$ cat src/rtl/rom_access_ctrl_pkg.sv
// Shared widths, FSM state encoding and the byte-merge helper for the
// expansion ROM access controller.
package rom_access_ctrl_pkg;

  localparam int ROM_AW = 9;
  localparam int ROM_DW = 32;
  localparam int ROM_BW = 4;

  typedef enum logic [2:0] {
    ST_IDLE  = 3'd0,
    ST_ISSUE = 3'd1,
    ST_WAIT  = 3'd2,
    ST_WRITE = 3'd3,
    ST_DONE  = 3'd4
  } state_e;

  // Lanes with their enable set take the new byte; the rest keep what the ROM held.
  function automatic logic [ROM_DW-1:0] merge_bytes(
    input logic [ROM_BW-1:0] be,
    input logic [ROM_DW-1:0] wdata,
    input logic [ROM_DW-1:0] rdata
  );
    logic [ROM_DW-1:0] merged;
    merged = rdata;
    for (int i = 0; i < ROM_BW; i++) begin
      if (be[i]) merged[i*8 +: 8] = wdata[i*8 +: 8];
    end
    return merged;
  endfunction

endpackage

$ cat src/rtl/rom_rr_arb.sv
// Two-way arbiter for the ROM: strict A priority or round-robin using a
// last-served pointer that only moves when a transaction is accepted.
module rom_rr_arb #(
  parameter int A_PRIO = 0
) (
  input  logic clk_i,
  input  logic rst_i,
  input  logic a_req_i,
  input  logic b_req_i,
  input  logic accept_i,
  output logic grant_a_o,
  output logic grant_b_o
);

  logic last_b_q;

  // Pointer starts at B so that A takes the very first tie.
  always_comb begin
    grant_a_o = a_req_i & ((A_PRIO != 0) | ~b_req_i | last_b_q);
    grant_b_o = b_req_i & ~grant_a_o;
  end

  always_ff @(posedge clk_i) begin
    if (rst_i) begin
      last_b_q <= 1'b1;
    end else if (accept_i) begin
      last_b_q <= grant_b_o;
    end
  end

endmodule

$ cat src/rtl/rom_access_ctrl.sv
// Sequences reads, full writes and read-modify-write partial writes from two
// requesters onto the single-wren 512x32 expansion ROM.
module rom_access_ctrl
  import rom_access_ctrl_pkg::*;
#(
  parameter int RD_LAT = 1,
  parameter int A_PRIO = 0
) (
  input  logic              clk_i,
  input  logic              rst_i,
  input  logic              a_req_i,
  input  logic [ROM_AW-1:0] a_addr_i,
  output logic              a_ack_o,
  output logic [ROM_DW-1:0] a_rdata_o,
  input  logic              b_req_i,
  input  logic              b_we_i,
  input  logic [ROM_BW-1:0] b_be_i,
  input  logic [ROM_AW-1:0] b_addr_i,
  input  logic [ROM_DW-1:0] b_wdata_i,
  output logic              b_ack_o,
  output logic [ROM_DW-1:0] b_rdata_o,
  output logic              b_err_o,
  input  logic              wr_lock_i,
  output logic              rom_enable_o,
  output logic              rom_wren_o,
  output logic [ROM_AW-1:0] rom_address_o,
  output logic [ROM_DW-1:0] rom_dinp_o,
  input  logic [ROM_DW-1:0] rom_dout_i
);

  localparam logic [1:0] LAST_WAIT = 2'(RD_LAT - 1);

  state_e            state_q;
  logic [1:0]        wait_cnt_q;
  logic              is_b_q;
  logic              we_q;
  logic [ROM_BW-1:0] be_q;
  logic [ROM_DW-1:0] wdata_q;

  logic              a_ack_q;
  logic [ROM_DW-1:0] a_rdata_q;
  logic              b_ack_q;
  logic [ROM_DW-1:0] b_rdata_q;
  logic              b_err_q;
  logic              rom_enable_q;
  logic              rom_wren_q;
  logic [ROM_AW-1:0] rom_address_q;
  logic [ROM_DW-1:0] rom_dinp_q;

  logic grant_a;
  logic grant_b;
  logic accept;

  assign accept = (state_q == ST_IDLE) & (a_req_i | b_req_i);

  rom_rr_arb #(
    .A_PRIO(A_PRIO)
  ) u_arb (
    .clk_i    (clk_i),
    .rst_i    (rst_i),
    .a_req_i  (a_req_i),
    .b_req_i  (b_req_i),
    .accept_i (accept),
    .grant_a_o(grant_a),
    .grant_b_o(grant_b)
  );

  // Strobes default low every cycle; only the transition into ISSUE/WRITE
  // raises the ROM strobes and only the transition into DONE raises an ack.
  always_ff @(posedge clk_i) begin
    if (rst_i) begin
      state_q       <= ST_IDLE;
      wait_cnt_q    <= '0;
      is_b_q        <= 1'b0;
      we_q          <= 1'b0;
      be_q          <= '0;
      wdata_q       <= '0;
      a_ack_q       <= 1'b0;
      a_rdata_q     <= '0;
      b_ack_q       <= 1'b0;
      b_rdata_q     <= '0;
      b_err_q       <= 1'b0;
      rom_enable_q  <= 1'b0;
      rom_wren_q    <= 1'b0;
      rom_address_q <= '0;
      rom_dinp_q    <= '0;
    end else begin
      a_ack_q      <= 1'b0;
      b_ack_q      <= 1'b0;
      b_err_q      <= 1'b0;
      rom_enable_q <= 1'b0;
      rom_wren_q   <= 1'b0;
      unique case (state_q)
        ST_IDLE: begin
          wait_cnt_q <= '0;
          if (grant_a) begin
            is_b_q        <= 1'b0;
            we_q          <= 1'b0;
            rom_address_q <= a_addr_i;
            rom_enable_q  <= 1'b1;
            state_q       <= ST_ISSUE;
          end else if (grant_b) begin
            is_b_q  <= 1'b1;
            we_q    <= b_we_i;
            be_q    <= b_be_i;
            wdata_q <= b_wdata_i;
            if (!b_we_i) begin
              rom_address_q <= b_addr_i;
              rom_enable_q  <= 1'b1;
              state_q       <= ST_ISSUE;
            end else if (b_be_i == '0) begin
              b_ack_q <= 1'b1;
              state_q <= ST_DONE;
            end else if (wr_lock_i) begin
              b_ack_q <= 1'b1;
              b_err_q <= 1'b1;
              state_q <= ST_DONE;
            end else if (b_be_i == '1) begin
              rom_address_q <= b_addr_i;
              rom_dinp_q    <= b_wdata_i;
              rom_enable_q  <= 1'b1;
              rom_wren_q    <= 1'b1;
              state_q       <= ST_WRITE;
            end else begin
              rom_address_q <= b_addr_i;
              rom_enable_q  <= 1'b1;
              state_q       <= ST_ISSUE;
            end
          end
        end
        ST_ISSUE: begin
          wait_cnt_q <= '0;
          state_q    <= ST_WAIT;
        end
        ST_WAIT: begin
          // The merge uses rom_dout directly on the capture edge of a partial write.
          if (wait_cnt_q == LAST_WAIT) begin
            if (is_b_q && we_q) begin
              rom_dinp_q   <= merge_bytes(be_q, wdata_q, rom_dout_i);
              rom_enable_q <= 1'b1;
              rom_wren_q   <= 1'b1;
              state_q      <= ST_WRITE;
            end else if (is_b_q) begin
              b_rdata_q <= rom_dout_i;
              b_ack_q   <= 1'b1;
              state_q   <= ST_DONE;
            end else begin
              a_rdata_q <= rom_dout_i;
              a_ack_q   <= 1'b1;
              state_q   <= ST_DONE;
            end
          end else begin
            wait_cnt_q <= wait_cnt_q + 2'd1;
          end
        end
        ST_WRITE: begin
          b_ack_q <= 1'b1;
          state_q <= ST_DONE;
        end
        ST_DONE: begin
          state_q <= ST_IDLE;
        end
        default: begin
          state_q <= ST_IDLE;
        end
      endcase
    end
  end

  assign a_ack_o       = a_ack_q;
  assign a_rdata_o     = a_rdata_q;
  assign b_ack_o       = b_ack_q;
  assign b_rdata_o     = b_rdata_q;
  assign b_err_o       = b_err_q;
  assign rom_enable_o  = rom_enable_q;
  assign rom_wren_o    = rom_wren_q;
  assign rom_address_o = rom_address_q;
  assign rom_dinp_o    = rom_dinp_q;

endmodule
$ cat config.mk
export PLATFORM = sky130hd
export DESIGN_NAME = rom_access_ctrl
export DESIGN_NICKNAME = d
export VERILOG_FILES = /design/src/rtl/rom_access_ctrl_pkg.sv /design/src/rtl/rom_rr_arb.sv /design/src/rtl/rom_access_ctrl.sv
export SDC_FILE = /design/constraint.sdc
export NUM_CORES = 1
export LEC_CHECK = 0
export CORE_MARGIN = 2
export CORE_UTILIZATION = 42
export DETAILED_ROUTE_END_ITERATION = 10
export GPL_TIMING_DRIVEN = 0
export MAX_ROUTING_LAYER = met4
export PLACE_DENSITY = 0.77
export SYNTH_ARGS = -nofsm -noshare
export SYNTH_HDL_FRONTEND = slang
export SYNTH_SLANG_ARGS = --single-unit
$ cat constraint.sdc
create_clock -name clk_i -period 1.93 [get_ports clk_i]
set_input_delay 0.579 -clock clk_i [delete_from_list [all_inputs] [get_ports clk_i]]
set_output_delay 0.579 -clock clk_i [all_outputs]
set_load 0.01 [all_outputs]
## Word-level counts from Yosys, hierarchy flattened

Cells that the tools add are included.

| word-level totals | value |
|---|---|
| register bits after elaboration | 154 |
| input port bits | 92 |
| output and inout bits | 110 |
| logic and storage cells | 123 |

| cells by class | value |
|---|---|
| $add $sub $neg | 1 |
| equality and inequality tests | 16 |
| muxes and demuxes | 58 |
| bitwise operators | 14 |
| reductions and logical operators | 18 |

Operator list:

| kind | number |
|---|---|
| two-way mux 32 bit | 8 |
| one-hot mux 32 bit (2 select lines) | 1 |
| two-way mux 9 bit | 5 |
| two-way mux 8 bit | 4 |
| two-way mux 1 bit | 26 |
| two-way mux 3 bit | 7 |
| inequality test 2 bit, second input constant | 8 |
| one-hot mux 3 bit (4 select lines) | 1 |
| AND reduction 4 bit | 3 |
| inverter 1 bit | 9 |
| AND reduction 9 bit | 1 |
| equality test 3 x 2 -> 1 bit, second input constant | 2 |
| inequality test 3 bit, second input constant | 2 |
| AND reduction 2 bit | 3 |
| nonzero test 2 bit | 3 |
| OR reduction 6 bit | 1 |
| equality test 4 bit, second input constant | 1 |
| logical NOT 4 bit | 1 |
| two-way mux 2 bit | 2 |
| one-hot mux 1 bit (2 select lines) | 2 |
| one-hot mux 2 bit (2 select lines) | 1 |
| OR reduction 4 bit | 1 |
| AND 1 bit | 3 |
| equality test 3 x 1 -> 1 bit, second input constant | 1 |
| other kinds (10) | 11 |

## Longest topological paths before layout

| depth | value |
|---|---|
| depth in word-level cells | 8 |
| gate-level depth with buffers | 8 |
| gate-level depth less buffers | 6 |

## By module

Synthesis repeated with hierarchy kept, for this count alone.

| second synthesis, totals | value |
|---|---|
| cell total of the unflattened synthesis | 789 |
| area total of the unflattened synthesis | 6351.1 um^2 |

Modules (own cells, without submodules):

| module | times used | cells an instance | area an instance (um^2) | seq. area each (um^2) |
|---|---|---|---|---|
| rom_access_ctrl | 1 | 783 | 6297.3 | 3062.9 |
| rom_rr_arb | 1 | 6 | 53.8 | 20.0 |

## Worst setup path before layout

OpenSTA, ideal clock, no wires.

| timing | value |
|---|---|
| kind | input port to flip-flop |
| from | in b_be_i[3] |
| to | reg rom_enable_q, in the netlist rom_enable_o |
| setup time | 0.129 ns |
| arrival time | 1.717 ns |
| required time | 1.801 ns |
| setup slack | 0.083 ns |
| stages on the path | 6 |
| path buffers | 2 |
| cells stage by stage | nor4_2 > o221ai_1 > clkbuf_1 > buf_2 > a2bb2oi_1 > nor2_1 |

| on the way | value |
|---|---|
| longest elaborated chain between the ends | 6 |

Ends and longest elaborated chain:

| item | line | text |
|---|---|---|
| start: declaration | rom_access_ctrl.sv:17 | `input logic [ROM_BW-1:0] b_be_i,` |
| logical NOT 4 bit | rom_access_ctrl.sv:111 | `end else if (b_be_i == '0) begin` |
| two-way mux 1 bit | rom_access_ctrl.sv:111 |  |
| two-way mux 1 bit | rom_access_ctrl.sv:107 | `if (!b_we_i) begin` |
| two-way mux 1 bit | rom_access_ctrl.sv:102 | `end else if (grant_b) begin` |
| two-way mux 1 bit | rom_access_ctrl.sv:96 | `if (grant_a) begin` |
| one-hot mux 1 bit (2 select lines) | rom_access_ctrl.sv:93 | `unique case (state_q)` |
| end signal: assignment | rom_access_ctrl.sv:91 | `rom_enable_q <= 1'b0;` |
| end signal: assignment | rom_access_ctrl.sv:100 | `rom_enable_q <= 1'b1;` |
| end signal: assignment | rom_access_ctrl.sv:109 | `rom_enable_q <= 1'b1;` |
| end: declaration | rom_access_ctrl.sv:45 | `logic rom_enable_q;` |

No other way between the ends.
A chain may end at the register's enable or synchronous reset.

## Worst setup path after layout

| timing | value |
|---|---|
| from | reg rom_dinp_q[22], in the netlist rom_dinp_o[22] |
| to | out rom_dinp_o[22] |

RTL lines:

| item | line | text |
|---|---|---|
| start: declaration | rom_access_ctrl.sv:48 | `logic [ROM_DW-1:0] rom_dinp_q;` |
| start signal: assignment | rom_access_ctrl.sv:120 | `rom_dinp_q <= b_wdata_i;` |
| start signal: assignment | rom_access_ctrl.sv:139 | `rom_dinp_q <= merge_bytes(be_q, wdata_q, rom_dout_i);` |
| end: declaration | rom_access_ctrl.sv:27 | `output logic [ROM_DW-1:0] rom_dinp_o,` |

No word-level cell between the ends.

==> impl_metrics.ini <==
[timing]
worst_slew_margin_rel_pct = 51.8
fin_hold_ws_ns = 0.453
drv_slew = 0
setup_violations = 0
fin_tns_setup_ns = 0
hold_viol = 0
finClkSkew_ns = 0.00558
worst_slew_pin_slew_ns = 0.723
rsz0062_at_grt = true
setup_ws_ns = 0.0210
fin_crit_ns = 1.91
fmax_mhz = 524
fin_crit_sh_pct = 98.9

[critical_path]
r2r_start = state_q[1]
cp.arrival_ns = 1.33
cp_top_family = buffers and inverters
reg2reg_depth = 6
worstPathMaxFanout = 2
timing.rr.end = b_ack_o
r2r_setup_slack_ns = 0.08
slowest_stage = clkdlybuf4s50_1
worst-path-buf-inv = 1
crit_start = rom_dinp_o[22]
worstPathRequired_ns = 1.35
startpoint_type = flop
endpoint_kind = output pin
critical_path.cell_chain = clkdlybuf4s50_1
slowest_delay_ns = 0.55
worstSetupEndpoint = rom_dinp_o[22]
critical_path_class = reg2out
cp.depth = 1

[routing]
wl_per_cell_um = 17.5
route.final.wire_length_mm = 21.1
drtPass1Iterations = 6
drcViolationCount = 0
drt_iter0_markers = 499
ant_nets = 0
vias_per_cell = 5.44
routed-via-count = 6567

[place]
dp_slack_ns = -0.768
portBuffers = 200
dp_hpwl_mm = 15.2
gp_congestion = 0.845

[final_layout]
final_core_util_pct = 64.8
layout_commonest_cell = nand2_1
layout_common_cells = nand2_1, clkdlybuf4s50_1, dfxtp_1
drive_above_1_share_pct = 9.77
syn_to_final_growth_pct = 49.1
diodes = 0
finalNetCount = 1104

[synth]
synth_compound_area_share_pct = 19.2
synth_enable_flop_cells = 0
async_flop_share_pct = 0
synth_xor_xnor_area_share_pct = 0
ys_warn_count = 0
ys.flop_type = dfxtp_1
ys_types = 43
ys_ff_latch = 154
synth_top_family_by_area = simple AND/OR/NAND/NOR gates
syn_area_um2 = 6360
synthMuxAreaShare_pct = 6.45
ys_seq_area_share_pct = 48.5
synth_fa_ha_area_share_pct = 0.197
postSynthAreaPerCell_um2 = 8.17
syn_nets = 871
synth_cells = 778
synth-simple-area-share_pct = 20.6

[global_routing]
met2_usage_pct = 41.3
grtUsageMet3_pct = 5.90
grt.overflow.total = 0
grt_pass1_wl_mm = 32.7
top_usage_layer = met2
grtUsageMet1_pct = 33.2
grt_max_degree = 17
grt_antenna_before_repair = 0
grt_pass1_vias = 6255
grt_use_total_pct = 26.4

[floorplanning]
fp.dieH_um = 127
die_area_um2 = 16100
start_util_pct = 43.4
ioPinCount = 202
std_cell_rows = 44
core_area_um2 = 14600
fp.dieW_um = 127

[status]
status = completed

[clocking]
root_buffer = clkbuf_16
cts_max_path_buffers = 2
clock_sinks = 154
htreeDepth = 4
path_clk_slew_ns = 0.06
worstSkewPairLatency_ns = 0.42
cts_tree = yes
numCtsBuffers = 17

[pwr]
power_density_nw_per_um2 = 870
irDropWorstVdd_uv = 636
power_mw = 8.25
p_leak_nw = 3.60

[job]
maxCapViolations = 0

[worst_hold_path]
worstHoldStart = b_rdata_o[4]
worst_hold_path_type = reg2reg
area by class of cell:
type	count	area (um^2)
clock inverters	11	165
multi-input cells	549	3010
fillers	1252	5160
repair buffers	216	2160
clock buffers	21	470
flip-flops and latches	154	3080
well taps	184	230
inverters	5	18.8
plain buffers	68	352
synth_stat cells (all sizes together) (4+ instances only):
master  number  area (um^2)
a21oi      145          726
o21ai        4         20.0
a311oi      10         87.6
buf         31          156
nand2      238          893
nor2         9         33.8
o221ai      33          289
clkbuf      39          148
dfxtp      154         3080
inv          5         18.8
mux2i       41          410
nand3       33          165
flip-flops by register name, summed over array words and instances (netlist names), 2 cells and up:
register	flops
wait_cnt_q	2
wdata_q	32
rom_dinp_o	32
state_q	3
a_rdata_o	32
rom_address_o	9
be_q	4
b_rdata_o	32
worst min path at each step:
| stage | to | slack, ns | cells after the start |
|---|---|---|---|
| after CTS | b_rdata_o[29] | 0.45 | 2 |
| after detailed placement | b_rdata_o[29] | 0.45 | 2 |
| after global placement | b_rdata_o[7] | 0.44 | 2 |
| final | b_rdata_o[4] | 0.45 | 2 |
| after global routing | b_rdata_o[9] | 0.47 | 2 |
| after floorplan | wait_cnt_q[0] | 0.43 | 2 |
timing repair:
action / in CTS / in global routing
hold buffers: 0 / 0
hold endpoints to repair: 0 / 0
setup endpoints to repair: 135 / 147
gates resized for setup: 31 / 50
pin swaps: 5 / 5
buffers inserted: 9 / 7
report_power, final:
group	total, mW	switching [mW]	internal [mW]
clock	3.57	1.31	2.26
combinational	1.25	0.669	0.580
sequential	3.43	0.0883	3.34
total	8.25	2.07	6.18
logic make-up (layout without fill, tap and decap cells):
family,Yosys count,count (layout)
simple gates,304,304
fa+ha+maj,1,1
compound gates,203,203
mux,41,41
flops,154,154
buf+inv,75,321
metrics by stage:
stage / cell area (um^2) / std cells
floorplan: 6360 / 778
global placement: 8590 / 1162
detailed placement: 8590 / 1162
CTS: 9330 / 1201
global route: 9480 / 1208
finish: 9480 / 1208
tightest hold or removal path, delay by kind of cell, from the launching register on:
family,cells,cell delay (ns)
compound gates,1,0.05
flops,1,0.31
simple gates,1,0.05
routing by layer:
layer  part of all wire [%]  wire (um)
met4                    3.1        646
met2                     47       9930
met5                      0          0
met3                    7.3       1530
met1                     43       9000
(Power assumes the default switching activity.)
